===== src/rtl/bram_stream_ctrl.sv =====
// bram_stream_ctrl: sequencer in front of a single-port BRAM with a combinational read port.
// It records a valid/ready sample stream into the RAM and plays it back on a
// valid/ready output stream. It also issues a one-cycle RAM clear/reload.
// Define BRAM_CTRL_LOOP_EN to make playback repeat until STOP. Without it,
// playback makes a single pass.
module bram_stream_ctrl #(
   parameter  int BITWIDTH = 12,
   parameter  int RAMWIDTH = 32,
   localparam int AW       = $clog2(RAMWIDTH),
   localparam int CW       = AW + 1
) (
   input  logic                CLK,
   input  logic                RST,
   input  logic                START_REC,
   input  logic                START_PLAY,
   input  logic                CLEAR,
   input  logic                STOP,
   input  logic                S_VALID,
   output logic                S_READY,
   input  logic [BITWIDTH-1:0] S_DATA,
   output logic                M_VALID,
   input  logic                M_READY,
   output logic [BITWIDTH-1:0] M_DATA,
   output logic                BUSY,
   output logic                FULL,
   output logic [CW-1:0]       COUNT,
   output logic                RAM_EN,
   output logic                RAM_WE,
   output logic [AW-1:0]       RAM_ADR,
   output logic [BITWIDTH-1:0] RAM_DIN,
   input  logic [BITWIDTH-1:0] RAM_DOUT
);

   typedef enum logic [1:0] {
      ST_IDLE,
      ST_RECORD,
      ST_PLAY,
      ST_CLEAR
   } state_t;

   state_t              state_q, state_d;
   logic [CW-1:0]       count_q, count_d;
   logic [CW-1:0]       wr_ptr_q, wr_ptr_d;
   logic [CW-1:0]       rd_ptr_q, rd_ptr_d;
   logic [BITWIDTH-1:0] m_data_q, m_data_d;
   logic                m_valid_q, m_valid_d;
   logic                stop_q, stop_d;
   logic                stopping;
   logic                accept;

   // State register and datapath flops
   // NOTE: sequential state uses non-blocking assignments only, so every flop
   // samples the pre-edge values regardless of statement order.
   always_ff @(posedge CLK or posedge RST) begin
      if (RST) begin
         state_q   <= ST_IDLE;
         count_q   <= '0;
         wr_ptr_q  <= '0;
         rd_ptr_q  <= '0;
         m_data_q  <= '0;
         m_valid_q <= 1'b0;
         stop_q    <= 1'b0;
      end else begin
         state_q   <= state_d;
         count_q   <= count_d;
         wr_ptr_q  <= wr_ptr_d;
         rd_ptr_q  <= rd_ptr_d;
         m_data_q  <= m_data_d;
         m_valid_q <= m_valid_d;
         stop_q    <= stop_d;
      end
   end

   // Next-state logic, RAM write/address pins and stream handshakes
   always_comb begin
      // NOTE: every signal written here gets a default first. Without it, a
      // branch that skips an assignment would infer a latch.
      state_d   = state_q;
      count_d   = count_q;
      wr_ptr_d  = wr_ptr_q;
      rd_ptr_d  = rd_ptr_q;
      m_data_d  = m_data_q;
      m_valid_d = m_valid_q;
      stop_d    = stop_q;
      stopping  = 1'b0;
      accept    = 1'b0;
      S_READY   = 1'b0;
      RAM_WE    = 1'b0;
      RAM_ADR   = '0;
      RAM_DIN   = '0;

      case (state_q)
         ST_IDLE: begin
            if (CLEAR) begin
               state_d = ST_CLEAR;
            end else if (START_REC) begin
               state_d  = ST_RECORD;
               wr_ptr_d = '0;
               count_d  = '0;
            end else if (START_PLAY && (count_q != '0)) begin
               state_d  = ST_PLAY;
               rd_ptr_d = '0;
               stop_d   = 1'b0;
            end
         end

         ST_CLEAR: begin
            count_d = '0;
            state_d = ST_IDLE;
         end

         ST_RECORD: begin
            S_READY = 1'b1;
            RAM_WE  = S_VALID;
            RAM_ADR = wr_ptr_q[AW-1:0];
            RAM_DIN = S_DATA;
            if (S_VALID) begin
               wr_ptr_d = wr_ptr_q + 1'b1;
               count_d  = count_q + 1'b1;
            end
            // A STOP that arrives with a handshake still keeps that sample.
            if (STOP || (S_VALID && (count_q == CW'(RAMWIDTH - 1)))) begin
               state_d = ST_IDLE;
            end
         end

         ST_PLAY: begin
            RAM_ADR = rd_ptr_q[AW-1:0];
            // STOP may be a pulse. Latch it so a stalled beat can still drain.
            stopping = STOP || stop_q;
            stop_d   = stopping;
            accept   = m_valid_q && M_READY;
            if ((!m_valid_q || M_READY) && (rd_ptr_q < count_q) && !stopping) begin
               m_data_d  = RAM_DOUT;
               m_valid_d = 1'b1;
`ifdef BRAM_CTRL_LOOP_EN
               rd_ptr_d  = ((rd_ptr_q + 1'b1) == count_q) ? '0 : rd_ptr_q + 1'b1;
`else
               rd_ptr_d  = rd_ptr_q + 1'b1;
`endif
            end else if (accept) begin
               m_valid_d = 1'b0;
            end
`ifndef BRAM_CTRL_LOOP_EN
            if (accept && (rd_ptr_q == count_q)) begin
               state_d = ST_IDLE;
            end
`endif
            if (stopping && (!m_valid_q || accept)) begin
               m_valid_d = 1'b0;
               state_d   = ST_IDLE;
            end
         end

         default: state_d = ST_IDLE;
      endcase
   end

   // The RAM is disabled during CLEAR, and combinationally while reset is asserted.
   assign RAM_EN  = !RST && (state_q != ST_CLEAR);
   assign BUSY    = (state_q != ST_IDLE);
   assign FULL    = (count_q == CW'(RAMWIDTH));
   assign COUNT   = count_q;
   assign M_VALID = m_valid_q;
   assign M_DATA  = m_data_q;

endmodule


===== config.mk =====
export PLATFORM = sky130hd
export DESIGN_NAME = bram_stream_ctrl
export DESIGN_NICKNAME = d
export VERILOG_FILES = /design/src/rtl/bram_stream_ctrl.sv
export SDC_FILE = /design/constraint.sdc
export NUM_CORES = 1
export LEC_CHECK = 0
export ABC_AREA = 1
export CORE_MARGIN = 5
export CORE_UTILIZATION = 40
export CTS_CLUSTER_DIAMETER = 120
export CTS_CLUSTER_SIZE = 14
export DETAILED_ROUTE_END_ITERATION = 8
export MAX_ROUTING_LAYER = met4
export PLACE_DENSITY = 0.71
export SETUP_SLACK_MARGIN = 0.2
export SYNTH_ARGS = -nofsm -noshare
export SYNTH_HDL_FRONTEND = slang
export SYNTH_SLANG_ARGS = --single-unit

===== constraint.sdc =====
create_clock -name CLK -period 1.7 [get_ports CLK]
set_input_delay 0.34 -clock CLK [delete_from_list [all_inputs] [get_ports CLK]]
set_output_delay 0.34 -clock CLK [all_outputs]
set_load 0.01 [all_outputs]

## Word level (Yosys, flattened, before mapping)

Cells that the tools add are included.

- $lt $le $gt $ge: 1
- Equality and inequality tests: 16
- Reduce and logical (&&, ||, !) cells: 29
- Multiplexer cells: 29
- Div/mod/pow operators: 0
- $add $sub $neg: 3
- Shifts and indexed selects: 0
- $mul: 0
- Bitwise logic cells: 0

Operators with widths:

| cell | number |
|---|---|
| $mux 6 | 8 |
| $pmux 6 s2 | 2 |
| $add 6x1->6 const B | 3 |
| $pmux 6 s3 | 1 |
| $ne 2x2->1 const B | 8 |
| $mux 12 | 1 |
| $mux 2 | 6 |
| $reduce_and 4->1 | 3 |
| $pmux 5 s2 | 1 |
| $logic_and 1x1->1 | 8 |
| $mux 1 | 8 |
| $pmux 2 s4 | 1 |
| $eq 6x5->1 const B | 1 |
| $eq 6x6->1 | 1 |
| $eq 6x6->1 const B | 1 |
| $lt 6x6->1 | 1 |
| $reduce_bool 2->1 | 3 |
| $reduce_bool 3->1 | 2 |
| $reduce_bool 6->1 | 1 |
| $reduce_and 5->1 | 1 |
| $eq 2x2->1 const B | 2 |
| $logic_or 1x1->1 | 4 |
| $ne 4x4->1 const B | 1 |
| $reduce_and 2->1 | 2 |
| other kinds (6) | 8 |

- Memory bits (read-only): 0
- Memories: 0
- Word-level logic and storage cells: 85
- Output and inout port bits: 41
- Input port bits: 32
- Latch bits: 0
- Memory bits (writable): 0
- Bits in registers: 34

## Longest topological paths before layout

Gate-level depths: netlist (run 1).

- Depth after elaboration: 6
- Depth in mapped cells: 11
- Mapped depth without buffers: 11

## Least setup slack after synthesis (run 1)

No wires, ideal clock.

- Kind: reg-to-output
- From: register state_q[1]
- To: output RAM_ADR[0]
- Arrival time: 1.367 ns
- Required time: 1.360 ns
- Path buffers: 2
- Cell stages (with the launch flop): 7
- Slack: -0.007 ns
- Cells stage by stage: dfrtp_1 inv_1 ha_1 buf_2 buf_2 nand2_1 a21oi_1

- Cells in the longest elaborated chain, start to end: 2
- Elaborated cells on any way between the ends: 3
- Those cells by class: 2 x eq/ne; 1 x mux

RTL lines:

| element | line | text |
|---|---|---|
| from (decl) | 41 | `state_t state_q, state_d;` |
| from (signal assigned) | 64 | `state_q <= state_d;` |
| $eq 2x2->1 / $eq 2x1->1 (equally long branches) | 92 | `case (state_q)` |
| $pmux 5 s2 (*) | 92 |  |
| to (decl) | 29 | `output logic [AW-1:0] RAM_ADR,` |

Every way passes the cells marked *; elsewhere a longest branch is shown, timed or not.

## Worst setup path in the final report (run 1)

- From: register state_q[0]
- To: output RAM_ADR[0]

The elaborated chain is that of the path after synthesis.

==> metrics.md, run 1 <==
| Metric | Value |
|---|---|
| Number of distinct library cells after synthesis | 27 |
| Setup violators final | 20 |
| Die H | 83.8 um |
| Compound-cell area share of the yosys netlist | 5.62% |
| Overall Power | 4.68 mW |
| DRT Pass-1 Iters | 4 |
| DP HPWL | 4750 um |
| Hold Path Stages | 2 |
| Capturing point of the worst reg2reg path | rd_ptr_q[2] |
| Final Skew | 0.00680 ns |
| Crit-path max FO | 5 |
| Final period util | 105% |
| Max-Cap Viols | 0 |
| Seq/Total Area, Yosys | 37.9% |
| Fraction of layout cells with a size suffix above 1 | 39.1% |
| Post-layout util | 71.5% |
| Synth Cell Area | 2180 sq um |
| Root buf cell | clkbuf_8 |
| Crit path cell chain | buf_6, ha_4, buf_6, nand2_1, a21oi_2, buf_2 |
| Min-delay worst type | reg -> reg |
| DR vias | 2415 |
| First-pass GRT wire length | 10400 um |
| Status | finished with violations |
| R2R setup slack | 0.03 ns |
| Final antenna-violating net count | 0 |
| Violated checks | setup timing |
| Slew @ Worst Pin | 0.436 ns |
| Via-to-Cell Ratio | 4.81 |
| Placed cell count | 474 |
| CTS Buffer Depth | 2 |
| Critical path's most frequent cell | buf_6 |
| CP endpoint kind | primary output |
| Post-route insts no fill | 502 |
| Critical Path Start Type | register |
| Peak VDD IR | 690 uV |
| WL final | 7080 um |
| Clock transition at the registers of the reported paths | 0.07 ns |
| Unrepaired setup endpoints after global routing | yes |
| LEAKAGE | 1.97 nW |
| Critical setup path kind | reg -> out |
| Synth Register Bits | 33 |
| Vias in the first global route | 2168 |
| Post-Synth Simple-Gate Area | 37.0% |
| Setup ws final | -0.0934 ns |
| Syn Area/Cell | 7.08 sq um |
| FILL cells | 404 |
| DIE WIDTH | 83.8 um |
| Power per cell area | 1260 nW/um^2 |
| HP Start | M_DATA[3] |
| Hold Path Sink | M_DATA[3] |
| Hold Vio Cnt, Final | 0 |
| CTS tree | built |
| Mapped Cells | 308 |
| Core Region | 5200 sq um |
| Number of port buffers | 72 |
| Synth Area in Adders | 9.18% |
| Inserted Diodes | 0 |
| Tot GR Track Use | 18.6% |
| Max Slew Vio Count | 0 |
| Ports | 73 |
| Initial antenna violation count | 0 |
| Initial core utilization | 41.9% |
| Worst r2r path cells | 10 |
| Async set-reset flop share out of synthesis | 100% |
| # H-tree levels | 2 |
| Die area | 7030 sq um |
| CTS Sinks | 33 |
| Post-DR wirelength/cell | 14.1 um |
| Slowest-stage cell, CP | dfrtp_1 |
| Critical Path RT | 1.36 ns |
| CP peak stage delay | 0.41 ns |
| EDFF count, synth | 0 |
| Net Count, Synth | 356 |
| R2R Path Start | state_q[0] |
| Mux share of post-synthesis cell area | 0% |
| Cts bufs inserted | 5 |
| Synth Warn # | 0 |
| Nets | 479 |
| Total grt overflow | 0 |
| Worst skew pair latency | 0.29 ns |
| Rows | 26 |
| Top FF cell, synth | dfrtp_1 |
| Placer's final routability congestion estimate | 0.904 |
| Syn-to-layout area delta | 70.6% |
| Data arrival, critical path | 1.45 ns |
| DRC | 0 |
| XOR/XNOR Fraction of Synth Area | 1.20% |
| Number of DRC markers in iteration 0 | 109 |
| Slew headroom | 70.9% |
| Post-Place Worst Slack | -0.158 ns |
| Fmax | 558 MHz |
| Fin crit period | 1.79 ns |
| Setup TNS Final | -0.785 ns |
| Largest family of logic cells by synthesized area | simple AND/OR/NAND/NOR gates |
| Largest net degree at the start of global routing | 34 |
cell usage after synthesis (3+ instances only):
library cell / n / area (sq um)
nand2_1: 119 / 447
ha_1: 16 / 200
inv_1: 41 / 154
a21oi_1: 9 / 45.0
buf_2: 3 / 15.0
o21ai_0: 10 / 50.1
nand2_2: 5 / 31.3
nand4_1: 6 / 37.5
dfrtp_1: 33 / 826
nand3_1: 25 / 125
nor2_1: 20 / 75.1
cell type report:
class | instances | area, sq um | area share (%)
Multi-Input combinational cell | 227 | 1460 | 39.2
Timing Repair Buffer | 121 | 1070 | 28.9
Sequential cell | 33 | 831 | 22.3
Clock inverter | 2 | 10.0 | 0.269
Clock buffer | 6 | 72.6 | 1.95
Inverter | 43 | 188 | 5.04
Tap cell | 70 | 87.6 | 2.35
critical path: cells and delay by family, from the launching register on:
family / cells / cell delay [ns]
adders and majority gates: 1 / 0.17
and+or+nand+nor: 1 / 0.07
DFF: 1 / 0.41
buffers and inverters: 3 / 0.39
AOI/OAI and AO/OA: 1 / 0.11
placed cells by master (no fill, tap or decap), types with 3 or more instances in the layout:
master	count
nand2_1	98
inv_2	11
nor2_2	5
nand2_4	8
o21ai_1	9
inv_1	25
ha_2	3
buf_6	16
nor2_4	4
clkdlybuf4s50_1	31
dfrtp_1	29
dfrtp_2	4
buf_2	17
ha_4	8
nand2_2	19
clkbuf_8	5
buf_12	3
inv_4	4
dlygate4sd2_1	15
nand3_2	6
nor2_1	15
a21oi_2	8
buf_4	35
clkdlybuf4s15_1	3
ha_1	5
nand4_1	6
nand3_1	19
through the flow:
step	cell area (sq um)	hold WS, ns
finish	3720	0.475
global route	3720	0.504
CTS	3400	0.478
detailed placement	3250	0.466
global placement	3250	0.461
floorplan	2240	0.450
metal layers:
layer,global-route usage (%),vias to the layer above,part of all wire (%)
li1,-,1210,-
met1,25.0,1119,44
met2,28.9,72,50
met3,3.75,14,4.5
met4,4.68,0,1.7
met5,-,-,0
power by group:
part	internal [mW]	total, mW	leakage (nW)	switching, mW
Clock	0.284	0.579	0.0450	0.295
Sequential	0.970	1.13	0.437	0.155
Combinational	1.39	2.98	1.49	1.59
worst max path at each step:
stage	from	endpoint	slack, ns	depth (start not counted)
6_report	state_q[0]	RAM_ADR[0]	-0.09	6
3_5_place_dp	state_q[1]	RAM_ADR[1]	-0.16	5
2_1_floorplan	COUNT[5]	rd_ptr_q[2]	0.20	10
5_1_grt	state_q[0]	RAM_ADR[1]	-0.17	6
4_1_cts	state_q[0]	RAM_ADR[1]	-0.05	6
3_3_place_gp	S_VALID	RAM_WE	-0.11	4
kinds of logic after synthesis:
kind of cell	Yosys count
AOI/OAI and AO/OA	23
adders and majority gates	16
and+or+nand+nor	184
DFF	33
xor gates and xnor gates	3
buffers and inverters	49
flip-flops by register name (all words and copies together) (netlist names):
name,count
wr_ptr_q,5
stop_q,1
M_VALID,1
rd_ptr_q,6
COUNT,6
state_q,2
M_DATA,12
what timing repair did:
| action | 4_1_cts | 5_1_grt |
|---|---|---|
| setup endpoints to repair | 68 | 56 |
| hold buffers | 0 | 0 |
| cloned | 1 | 0 |
| pin swaps | 10 | 26 |
| resized for setup | 152 | 67 |
| buffers inserted | 9 | 10 |
No activity file was read; power rests on OpenSTA's default activity.
==> run 2, diff against run 1 <==
CTS_CLUSTER_SIZE = unset   (was 14)
GPL_ROUTABILITY_DRIVEN = 0   (was unset)
SETUP_SLACK_MARGIN = unset   (was 0.2)
==> metrics.md, run 2 (synthesized netlist as in run 1, its figures left out) <==
| Metric | Value |
|---|---|
| First-pass GRT wire length | 10400 um (about the same) |
| Total grt overflow | 0 (unchanged) |
| Most frequent cells in the layout | nand2_1, clkdlybuf4s50_1, buf_4 (was nand2_1, buf_4, clkdlybuf4s50_1) |
| WL final | 6280 um (was 7080 um) |
| Initial core utilization | 41.9% (unchanged) |
| DR vias | 2328 (was 2415) |
| Slew headroom | 84.2% (was 70.9%) |
| # H-tree levels | 2 (unchanged) |
| Met3 GRT Util | 4.15% (was 3.75%) |
| Status | finished with violations (unchanged) |
| Number of DRC markers in iteration 0 | 143 (was 109) |
| Number of port buffers | 72 (unchanged) |
| Final antenna-violating net count | 0 (unchanged) |
| Die area | 7030 sq um (unchanged) |
| Tot GR Track Use | 18.7% (was 18.6%) |
| Clock transition at the registers of the reported paths | 0.08 ns (was 0.07 ns) |
| Die H | 83.8 um (unchanged) |
| Peak VDD IR | 838 uV (was 690 uV) |
| Max-Cap Viols | 0 (unchanged) |
| Max Slew Vio Count | 0 (unchanged) |
| Root buf cell | clkbuf_8 (unchanged) |
| Nets | 468 (was 479) |
| Unrepaired setup endpoints after global routing | yes (unchanged) |
| Setup violators final | 13 (was 20) |
| DRC | 0 (unchanged) |
| Critical setup path kind | reg -> out (unchanged) |
| Final period util | 105% (about the same) |
| LEAKAGE | 1.79 nW (was 1.97 nW) |
| Post-DR wirelength/cell | 12.8 um (was 14.1 um) |
| Final Skew | 0.00376 ns (was 0.00680 ns) |
| Met1 Usage GRT | 21.5% (was 25.0%) |
| DRT Pass-1 Iters | 4 (unchanged) |
| Slew @ Worst Pin | 0.238 ns (was 0.436 ns) |
| Data arrival, critical path | 1.44 ns (was 1.45 ns) |
| Inserted Diodes | 0 (unchanged) |
| Met2 GRT Util | 32.7% (was 28.9%) |
| Hold Vio Cnt, Final | 0 (unchanged) |
| Fmax | 562 MHz (was 558 MHz) |
| Crit-path max FO | 5 (unchanged) |
| CTS Buffer Depth | 2 (unchanged) |
| Fin crit period | 1.78 ns (was 1.79 ns) |
| CTS Sinks | 33 (unchanged) |
| Grt peak-use layer | met2 (unchanged) |
| Rows | 26 (unchanged) |
| Cts bufs inserted | 5 (unchanged) |
| Post-Place Worst Slack | -0.256 ns (was -0.158 ns) |
| Violated checks | setup timing (unchanged) |
| Largest net degree at the start of global routing | 34 (unchanged) |
| DP HPWL | 4580 um (was 4750 um) |
| Via-to-Cell Ratio | 4.74 (was 4.81) |
| DIE WIDTH | 83.8 um (unchanged) |
| Critical Path Start Type | register (unchanged) |
| Ports | 73 (unchanged) |
| Core Region | 5200 sq um (unchanged) |
| Critical Path RT | 1.36 ns (about the same) |
| Setup ws final | -0.0808 ns (was -0.0934 ns) |
| Syn-to-layout area delta | 57.5% (was 70.6%) |
| Hold buffer count at CTS | 0 (unchanged) |
| Vias in the first global route | 2340 (was 2168) |
| Power per cell area | 1220 nW/um^2 (was 1260 nW/um^2) |
| CTS tree | built (unchanged) |
| CP endpoint kind | primary output (unchanged) |
| Most common cell after layout, fill and taps aside | nand2_1 (unchanged) |
| Fraction of layout cells with a size suffix above 1 | 28.3% (was 39.1%) |
| Max reg flops | 12 (unchanged) |
| Min-delay worst type | in -> async (was reg -> reg) |
| Setup TNS Final | -0.590 ns (was -0.785 ns) |
| Worst skew pair latency | 0.29 ns (about the same) |
| Initial antenna violation count | 0 (unchanged) |
## run 2: cell types whose count changed in the layout (fill, tap and decap cells not counted), moves of 6 or more
cell,change
ha_1,+7
inv_1,+6
nand2_1,+12
dlygate4sd2_1,-15
clkdlybuf4s50_1,+18
o21ai_1,-7
o21ai_0,+8
clkdlybuf4s15_2,+6
buf_2,-6
buf_6,-7
nand2_2,-7
## run 2: final timing paths
check                      depth (start not counted)           to  startpoint  slack (ns)
setup reg to reg                                   9  wr_ptr_q[2]  state_q[0]        0.06
max in group asynchronous                          3  rd_ptr_q[4]         RST        1.08
setup / recovery                                   7   RAM_ADR[0]  state_q[1]       -0.08
hold reg to reg                                    2    M_DATA[9]   M_DATA[9]        0.48
min in group CLK                                   2    M_DATA[9]   M_DATA[9]        0.48
hold / removal                                     3     COUNT[1]         RST        0.41
## run 2: layout make-up
class / instances / area [sq um]
clock inverter: 3 / 17.5
tap: 70 / 87.6
fill: 461 / 1770
clock buffer: 5 / 68.8
sequential: 33 / 828
multi-input combinational: 226 / 1260
timing repair buffer: 111 / 1000
inverter: 43 / 166
## run 2: power breakdown
part	switching (mW)	total [mW]	internal, mW
logic	1.31	2.47	1.15
registers	0.155	1.12	0.969
clock network	0.319	0.601	0.283
total	1.79	4.19	2.41
## run 2: through the flow
step	cell area, sq um	power (mW)	utilization [%]	std cells	hold WS (ns)
finish	3440	4.19	66.0	491	0.410
detailed placement	3220	3.30	61.9	475	0.468
global route	3440	4.49	66.0	491	0.461
CTS	3370	4.09	64.7	489	0.423
floorplan	2200	2.24	-	308	0.450
global placement	3220	3.26	61.9	475	0.463
## run 2: worst max-delay path: stages (launching register included)
cell and delay, ns:
dfrtp_1 0.39, inv_2 0.08, ha_4 0.18, buf_6 0.11, buf_6 0.10, nand2_4 0.04
a21oi_2 0.12, buf_2 0.14
## run 2: per-layer routing
layer / up-vias / wire length (um)
met2: 51 / 3160
met4: 0 / 86
li1: 1180 / -
met3: 9 / 289
met1: 1088 / 2740
met5: - / 0
## run 2: timing repair
item / CTS / global route
setup buffers: 6 / 2
setup endpoints to repair: 34 / 41
gates resized for setup: 96 / 29
pin swaps: 4 / 6
hold endpoints to repair: 0 / 0
==> run 3, diff against run 2 <==
CAP_MARGIN = 10   (was unset)
==> results of run 3 <==
Same layout as run 2: the final DEF is identical, and so are final timing and power.
